==> src/rtl/spi_lcd_rx_if.sv <==
// CPU-side io handshake and status bundle for the LCD SPI receiver.
interface spi_lcd_rx_if;
  logic       req;
  logic       nwr;
  logic [8:0] data_out;
  logic       ack;
  logic       empty;
  logic       full;
  logic       overrun;
  logic       interrupt;
  logic       interrupt_clear;

  modport master (
    output req, nwr, interrupt_clear,
    input  data_out, ack, empty, full, overrun, interrupt
  );

  modport slave (
    input  req, nwr, interrupt_clear,
    output data_out, ack, empty, full, overrun, interrupt
  );
endinterface

==> src/rtl/spi_lcd_rx.sv <==
// Mode-0 SPI slave receiver: oversamples the LCD link, assembles {dc, byte} words into a FIFO
// that the CPU drains over a req/ack handshake.
module spi_lcd_rx #(
  parameter int unsigned FIFO_BITS = 4
) (
  input logic          clk,
  input logic          nreset,
  input logic          sck,
  input logic          mosi,
  input logic          ncs,
  input logic          dc,
  spi_lcd_rx_if.slave  io
);

  localparam int unsigned Depth = 1 << FIFO_BITS;

  typedef enum logic {StIdle, StAck} io_state_e;

  logic [2:0]           sck_q;
  logic [1:0]           mosi_q, ncs_q, dc_q;
  logic [2:0]           bit_cnt_q;
  logic [6:0]           shift_q;
  logic [8:0]           mem_q [Depth];
  logic [FIFO_BITS:0]   wr_ptr_q, rd_ptr_q;
  logic                 overrun_q, interrupt_q, ack_q;
  logic [8:0]           data_q;
  io_state_e            state_q;

  logic                 sck_rise, word_done, empty, full, io_start, pop, push;
  logic [8:0]           word;

  always_comb begin
    sck_rise  = sck_q[1] & ~sck_q[2];
    word_done = sck_rise & ~ncs_q[1] & (bit_cnt_q == 3'd7);
    // dc is taken at the 8th edge, not at the start of the byte
    word      = {dc_q[1], shift_q, mosi_q[1]};
    empty     = (wr_ptr_q == rd_ptr_q);
    full      = (wr_ptr_q[FIFO_BITS] != rd_ptr_q[FIFO_BITS]) &&
                (wr_ptr_q[FIFO_BITS-1:0] == rd_ptr_q[FIFO_BITS-1:0]);
    io_start  = (state_q == StIdle) & io.req;
    pop       = io_start & io.nwr & ~empty;
    // a pop on the same edge frees the slot, so a push into a full FIFO is still accepted
    push      = word_done & (~full | pop);
  end

  // Synchronizers and bit assembly
  always_ff @(posedge clk or negedge nreset) begin
    if (!nreset) begin
      sck_q     <= 3'b000;
      mosi_q    <= 2'b00;
      ncs_q     <= 2'b11;
      dc_q      <= 2'b00;
      bit_cnt_q <= 3'd0;
      shift_q   <= 7'd0;
    end else begin
      sck_q  <= {sck_q[1:0], sck};
      mosi_q <= {mosi_q[0], mosi};
      ncs_q  <= {ncs_q[0], ncs};
      dc_q   <= {dc_q[0], dc};
      if (ncs_q[1]) begin
        bit_cnt_q <= 3'd0;
      end else if (sck_rise) begin
        shift_q   <= {shift_q[5:0], mosi_q[1]};
        bit_cnt_q <= bit_cnt_q + 3'd1;
      end
    end
  end

  always_ff @(posedge clk) begin
    if (push) begin
      mem_q[wr_ptr_q[FIFO_BITS-1:0]] <= word;
    end
  end

  // FIFO pointers and sticky flags
  always_ff @(posedge clk or negedge nreset) begin
    if (!nreset) begin
      wr_ptr_q    <= '0;
      rd_ptr_q    <= '0;
      overrun_q   <= 1'b0;
      interrupt_q <= 1'b0;
    end else begin
      if (push) wr_ptr_q <= wr_ptr_q + 1'b1;
      if (pop)  rd_ptr_q <= rd_ptr_q + 1'b1;
      if (word_done && !push) begin
        overrun_q <= 1'b1;
      end else if (io_start && !io.nwr) begin
        overrun_q <= 1'b0;
      end
      if (io.interrupt_clear) begin
        interrupt_q <= 1'b0;
      end else if (push && empty) begin
        interrupt_q <= 1'b1;
      end
    end
  end

  // io handshake: one action per req assertion
  always_ff @(posedge clk or negedge nreset) begin
    if (!nreset) begin
      state_q <= StIdle;
      ack_q   <= 1'b0;
      data_q  <= 9'd0;
    end else begin
      unique case (state_q)
        StIdle: begin
          if (io.req) begin
            state_q <= StAck;
            ack_q   <= 1'b1;
            if (io.nwr) begin
              data_q <= empty ? 9'd0 : mem_q[rd_ptr_q[FIFO_BITS-1:0]];
            end
          end
        end
        StAck: begin
          if (!io.req) begin
            state_q <= StIdle;
            ack_q   <= 1'b0;
          end
        end
        default: state_q <= StIdle;
      endcase
    end
  end

  assign io.data_out  = data_q;
  assign io.ack       = ack_q;
  assign io.empty     = empty;
  assign io.full      = full;
  assign io.overrun   = overrun_q;
  assign io.interrupt = interrupt_q;

endmodule

==> src/flat_wrapper.sv <==
// flat-port wrapper written by rule: the top's interface ports become plain ports
module spi_lcd_rx_flat 
#(
  parameter int unsigned FIFO_BITS = 4
)
  (clk, nreset, sck, mosi, ncs, dc, io_req, io_nwr, io_interrupt_clear, io_data_out, io_ack, io_empty, io_full, io_overrun, io_interrupt);
  spi_lcd_rx_if io_i ();
  input logic clk;
  input logic nreset;
  input logic sck;
  input logic mosi;
  input logic ncs;
  input logic dc;
  input wire logic [$bits(io_i.req)-1:0] io_req;
  input wire logic [$bits(io_i.nwr)-1:0] io_nwr;
  input wire logic [$bits(io_i.interrupt_clear)-1:0] io_interrupt_clear;
  output wire logic [$bits(io_i.data_out)-1:0] io_data_out;
  output wire logic [$bits(io_i.ack)-1:0] io_ack;
  output wire logic [$bits(io_i.empty)-1:0] io_empty;
  output wire logic [$bits(io_i.full)-1:0] io_full;
  output wire logic [$bits(io_i.overrun)-1:0] io_overrun;
  output wire logic [$bits(io_i.interrupt)-1:0] io_interrupt;
  assign io_i.req = io_req;
  assign io_i.nwr = io_nwr;
  assign io_i.interrupt_clear = io_interrupt_clear;
  assign io_data_out = io_i.data_out;
  assign io_ack = io_i.ack;
  assign io_empty = io_i.empty;
  assign io_full = io_i.full;
  assign io_overrun = io_i.overrun;
  assign io_interrupt = io_i.interrupt;
  spi_lcd_rx #(.FIFO_BITS(FIFO_BITS)) u_core (.clk(clk), .nreset(nreset), .sck(sck), .mosi(mosi), .ncs(ncs), .dc(dc), .io(io_i));
endmodule
==> config.mk <==
export PLATFORM = sky130hd
export DESIGN_NAME = spi_lcd_rx_flat
export DESIGN_NICKNAME = d
export VERILOG_FILES = /design/src/rtl/spi_lcd_rx_if.sv /design/src/rtl/spi_lcd_rx.sv /design/src/flat_wrapper.sv
export SDC_FILE = /design/constraint.sdc
export NUM_CORES = 1
export LEC_CHECK = 0
export CAP_MARGIN = 15
export CORE_ASPECT_RATIO = 1.5
export CORE_MARGIN = 3
export CORE_UTILIZATION = 45
export CTS_CLUSTER_SIZE = 28
export DETAILED_ROUTE_END_ITERATION = 16
export GPL_TIMING_DRIVEN = 0
export PLACE_DENSITY = 0.69
export SYNTH_ARGS = -nofsm -noshare
export SYNTH_HDL_FRONTEND = slang
export SYNTH_SLANG_ARGS = --single-unit
==> constraint.sdc <==
create_clock -name clk -period 3.7 [get_ports clk]
set_input_delay 0.37 -clock clk [delete_from_list [all_inputs] [get_ports clk]]
set_output_delay 0.37 -clock clk [all_outputs]
set_load 0.02 [all_outputs]
* Word-level counts from Yosys, hierarchy flattened
Memory sizes are Yosys's and may differ from the RTL's.
Cells that the tools add are included.
** Word-level totals
- Register bits :: 42
- Bits in writable memories :: 144
- Output and inout port bits :: 14
- Word-level logic and storage cells :: 61
- Memories :: 1
** Memory list
- u_core.mem_q :: depth 16, width 9, read ports 1, clocked after Yosys merged registers in 0, write ports 1, RTL line spi_lcd_rx.sv:23 : logic [8:0] mem_q [Depth];
** Cells by class
- $add $sub $neg :: 3
- Eq/ne operators :: 6
- Multiplexer cells :: 13
- Bitwise operators :: 13
- Reductions and logical operators :: 12
** Operators by type and width (count)
- $add 5x1->5 const B :: 2
- $mux 1 :: 9
- $mux 9 :: 1
- $and 1x1->1 :: 7
- $mux 3 :: 2
- $reduce_bool 2->1 :: 3
- $eq 5x5->1 :: 1
- $not 1->1 :: 5
- $eq 4x4->1 :: 1
- $logic_and 1x1->1 :: 4
- $ne 2x2->1 const B :: 2
- $reduce_and 2->1 :: 2
- $add 3x1->3 const B :: 1
- $eq 3x3->1 const B :: 1
- $reduce_and 3->1 :: 1
- $logic_not 1->1 :: 2
- $pmux 1 s2 :: 1
- $ne 1x1->1 :: 1
- $or 1x1->1 :: 1

* Longest topological paths before layout
- Depth in word-level cells :: 9
- Gate-level depth with buffers :: 8
- Depth with buffers taken out :: 6

* Least setup slack after synthesis
Ideal clock, no wire load.
- Path kind :: flip-flop to flip-flop
- From :: reg u_core.ncs_q[1]
- To :: mem u_core.mem_q[3][0], enable pin
- Data arrival time :: 1.909 ns
- Data required time :: 3.313 ns
- Path slack :: 1.404 ns
- Stages on the path, launching flop included :: 7
- Buffers on the path :: 1
- Clock period less this slack :: 2.296 ns
- Path through :: dfstp_2 -> nor3b_4 -> nand2_1 -> a21oi_1 -> buf_2 -> nand2_1 -> nor3_1
** Between the ends
- Longest elaborated chain between the ends :: 6
** Ends and longest elaborated chain
- from (decl) :: RTL line spi_lcd_rx.sv:20 : logic [1:0] mosi_q, ncs_q, dc_q;
- from (signal assigned) :: RTL line spi_lcd_rx.sv:58 : ncs_q <= {ncs_q[0], ncs};
- $not 1->1 :: RTL line spi_lcd_rx.sv:34 : word_done = sck_rise & ~ncs_q[1] & (bit_cnt_q == 3'd7);
- $and 1x1->1 (2 in a row) :: RTL line spi_lcd_rx.sv:34
- $and 1x1->1 :: RTL line spi_lcd_rx.sv:43 : push = word_done & (~full | pop);
- $mux 1 :: RTL line spi_lcd_rx.sv:70 : if (push) begin
- $mux 1 (not written as such) :: RTL line spi_lcd_rx.sv:71 : mem_q[wr_ptr_q[FIFO_BITS-1:0]] <= word;
- to (decl) :: RTL line spi_lcd_rx.sv:23
No other way between the ends.

* Worst setup path in the final report
- From :: reg u_core.rd_ptr_q[1]
- To :: out io_full
** Between the ends
- Longest elaborated chain between the ends :: 2
** Ends and longest elaborated chain
- from (decl) :: RTL line spi_lcd_rx.sv:24 : logic [FIFO_BITS:0] wr_ptr_q, rd_ptr_q;
- from (signal assigned) :: RTL line spi_lcd_rx.sv:84 : if (pop) rd_ptr_q <= rd_ptr_q + 1'b1;
- $eq 4x4->1 :: RTL line spi_lcd_rx.sv:39 : (wr_ptr_q[FIFO_BITS-1:0] == rd_ptr_q[FIFO_BITS-1:0]);
- $logic_and 1x1->1 :: RTL line spi_lcd_rx.sv:38 : full = (wr_ptr_q[FIFO_BITS] != rd_ptr_q[FIFO_BITS]) &&
- to (decl) :: RTL line flat_wrapper.sv:20 : output wire logic [$bits(io_i.full)-1:0] io_full;
No other way between the ends.

==> results.md <==
- The number of gates resized after CTS was 0.
- The total count of max-transition violations in the final report is 0.
- The post-layout minimum cycle time is 2.71 ns.
- The portion of synthesized cell area occupied by the leading cell type is 0.592.
- The nature of the critical path endpoint is an output pin.
- Data on the critical path is required at its endpoint by 3.33 ns.
- Derived from the worst setup path, the maximum achievable clock frequency is 369 MHz.
- The worst slack on hold paths is 0.303 ns.
- The path type of the worst setup path is register to output pin.
- The starting DRC count in detailed routing is 167.
- The last weighted congestion value of the routability-driven placer is 0.771.
- The synthesized netlist contains 31 unique library cells.
- For this configuration, the core starts out at a cell density of 0.463.
- The worst register-to-register path has a depth of 6.
- 23 I/O pins were placed.
- In the finished design, the share of the clock period the worst path needs comes to 0.733.
- Each instance of the synthesized netlist takes up on average 19.2 um2.
- Entering global routing, the biggest net connects 38 pins.
- The primary flip-flop cell chosen by synthesis mapping is edfxtp_1.
- In this run the worst hold path is classified as input pin to asynchronous set/reset pin.
- After global routing the overflow that remains totals 0.
- Setup violations remaining at the end of the flow were counted as 0.
- Once detail routing completed, the nets flagged for antenna violations numbered 0.
- Max-cap violations in this run came to 0.
- Summing over every cut layer, the via total after detailed routing is 3508.
- The die boundary height is 162 um.
- The maximum ir drop on the vdd rail is 0.337 mV.
- The average routed wire per standard cell is 21.2 um.
- The ratio of cells with drive above 1 in the final layout is 0.245.
- The synthesized design contains 186 register bits.
- The placed wire-length estimate after detailed placement is 9110 um.
- TritonCTS built the clock tree.
- The buffer cell driving the clock tree root is clkbuf_16.
- The number of clock buffers added by TritonCTS is 17.
- The setup fix buffers added after clock tree synthesis is 0.
- The cell area that synthesis handed to floorplanning was 0.00730 mm2.
- The horizontal die dimension is 110 um.
- The flow ran to the end, and the final reports show no timing, DRC or antenna violations.
- The site row count is 56.
- For this run, design rule violations remaining after detail routing come to 0.
- Across the routed clock network, the largest skew measured is 0.00848 ns.
- The startpoint identified for the worst register-to-register timing path is u_core.ncs_q[1].
- The count of non-filler cells in the finished layout is 639.
- In the synthesized netlist, the number of instances is 380.
- The final hold violation count came to 0.
- The number of warnings issued by yosys is 0.
- The hold buffer count at CTS is 1.
- Data on the critical path arrives at its endpoint at 2.34 ns.
- The worst max-slew margin expressed relative to the limit is 0.389.
- The first detailed-routing pass took 5 iterations.
- The layout-stage area growth over the synthesis result is 14.6%.
- At the later pin of the worst-skew pair, clock insertion delay measures 0.43 ns.
- The initial antenna violation count is 0.
- After synthesis, the most frequently instantiated cells are 144 x edfxtp_1, 40 x dfrtp_1, 36 x mux4_2.
- Setup repair after global routing left no endpoint under its margin.
- The fraction of registers with async set or reset after synthesis is 0.226.
- The most area-hungry cell type in the Yosys netlist is edfxtp_1.
- Along the worst path, the maximum fanout reaches 5.
- In the global route stage, met1 resource usage came out at 0.202.
- The global-route wire length before repair is 21300 um.
- The via count of the first global-routing pass was 3758.
- The worst reg2reg path endpoint is u_core.mem_q[3][6].
- The number of clock sinks is 186.
- During placement, the flow inserted port buffers numbering 22.
- The slew at the pin closest to its max-slew limit is 0.911 ns.
- Across every metal layer, demand over resource in global routing totals 0.166.
- The areal power density over the cells is 695 mW/mm2.
- The die area is 0.0178 mm2.
- The slack of the worst reg-to-reg path is 1.05 ns.
- The clock-pin slew reported for the worst setup and hold paths after clock tree synthesis is 0.07 ns.
- The via count normalized by instance count is 5.49.
- Summed over all failing endpoints, the final setup total negative slack is 0 ns.
- Summed over all layers, the routed wires come to 13600 um.
- The core region is 0.0158 mm2.
- The global-route track usage on met3 is 0.0398.
- Counting along the longest clock path gives a buffer depth of 2.
- The number of enable-type register cells in the synthesized netlist is 144.
- The completed layout was analyzed and its total power is 5810 uW.
- The leading cell type by number of instances after synthesis is edfxtp_1.
- The routing layer with the top usage in global route is met2.
- The total nets after synthesis is 397.
- The leakage power is 0.00296 uW.
- The launch point of the worst path is u_core.rd_ptr_q[1].
- In the global route stage, met2 resource usage came out at 0.281.
- The endpoint of the most critical setup path is io_full.
- The type of element launching the critical path is a register.
- The number of nets in the final layout is 440.
- The portion of the post-synthesis area used by sequential elements is 0.737.
- Once placement completed, the tool counted placed cells totaling 606.
- After synthesis, the cell types taking the most area are edfxtp_1 59%, dfrtp_1 14%, mux4_2 11%.
- The count of H-tree levels built during CTS is 4.
- The number of antenna diodes in the final layout is 0.
power by group:
part           internal, uW  switching, uW  total (uW)  leakage (uW)
Sequential             2510            217        2730       0.00182
Combinational           707            673        1380      0.000869
Clock                   888            820        1710      0.000269
metrics by stage:
| step | instance area, um2 | worst slack (ns) | utilization |
|---|---|---|---|
| 2_1_floorplan | 7300 | 1.40 | - |
| 3_3_place_gp | 7770 | 0.403 | 0.493 |
| 3_5_place_dp | 7790 | 0.843 | 0.494 |
| 4_1_cts | 8360 | 0.963 | 0.531 |
| 5_1_grt | 8360 | 0.802 | 0.531 |
| 6_report | 8360 | 0.987 | 0.531 |
sequential cells by signal (all words and copies together) (netlist names):
name                 flops
u_core.io.data_out       9
u_core.mem_q           144
u_core.shift_q           7
u_core.mosi_q            2
u_core.ncs_q             2
u_core.io.ack            1
u_core.io.overrun        1
u_core.dc_q              2
u_core.bit_cnt_q         3
u_core.wr_ptr_q          5
u_core.rd_ptr_q          5
u_core.sck_q             3
u_core.io.interrupt      1
u_core.state_q           1
per-layer routing:
layer	vias up	wire length, um
met5	-	0
met2	107	7450
met4	0	279
met1	1805	5190
li1	1577	-
met3	19	627
kinds of logic (layout without fill, tap and decap cells):
kind of cell               count (synthesis)  after routing  share of synthesized area
muxes                                     64             64                      0.152
buffers and inverters                     21             77                     0.0171
adders and majority gates                  8              8                     0.0137
xor gates and xnor gates                  14             14                     0.0168
and+or+nand+nor                           60             60                     0.0446
AOI/OAI and AO/OA                         27             27                     0.0189
DFF                                      186            186                      0.737
worst min path at each step:
| stage | startpoint | endpoint | slack [ns] | cells past startpoint |
|---|---|---|---|---|
| floorplan | nreset | u_core.bit_cnt_q[0] | 0.07 | 0 |
| global placement | u_core.dc_q[0] | u_core.dc_q[1] | 0.33 | 0 |
| detailed placement | nreset | u_core.dc_q[0] | 0.22 | 1 |
| CTS | nreset | u_core.dc_q[0] | 0.29 | 2 |
| global route | nreset | u_core.dc_q[0] | 0.31 | 2 |
| finish | nreset | u_core.io.data_out[8] | 0.30 | 2 |
layout by cell type, fill, tap and decap left out, types with 5 or more instances in the layout:
master	count
a21oi_1	5
and3_1	15
buf_2	11
clkbuf_16	17
clkdlybuf4s50_1	21
clkinv_4	6
dfrtp_1	40
edfxtp_1	144
ha_1	8
mux2_2	17
mux2i_1	11
mux4_2	36
nand2_1	24
nor2_1	6
o21ai_1	18
xnor2_1	6
xor2_1	8
critical path, stage by stage, from the launching register on:
cell             delay (ns)
dfrtp_1                0.43
xor2_1                 0.20
nor4_4                 0.39
nor2b_1                0.25
clkdlybuf4s50_1        0.64
layout make-up:
class | count | area, um2
flip-flops and latches | 186 | 5380
inverters | 4 | 15.0
multi-input cells | 173 | 1800
clock inverters | 14 | 130
well taps | 203 | 254
clock buffers | 18 | 429
plain buffers | 17 | 110
repair buffers | 24 | 245
fillers | 1222 | 7400
Note: power is estimated with default switching activity, not from simulation.
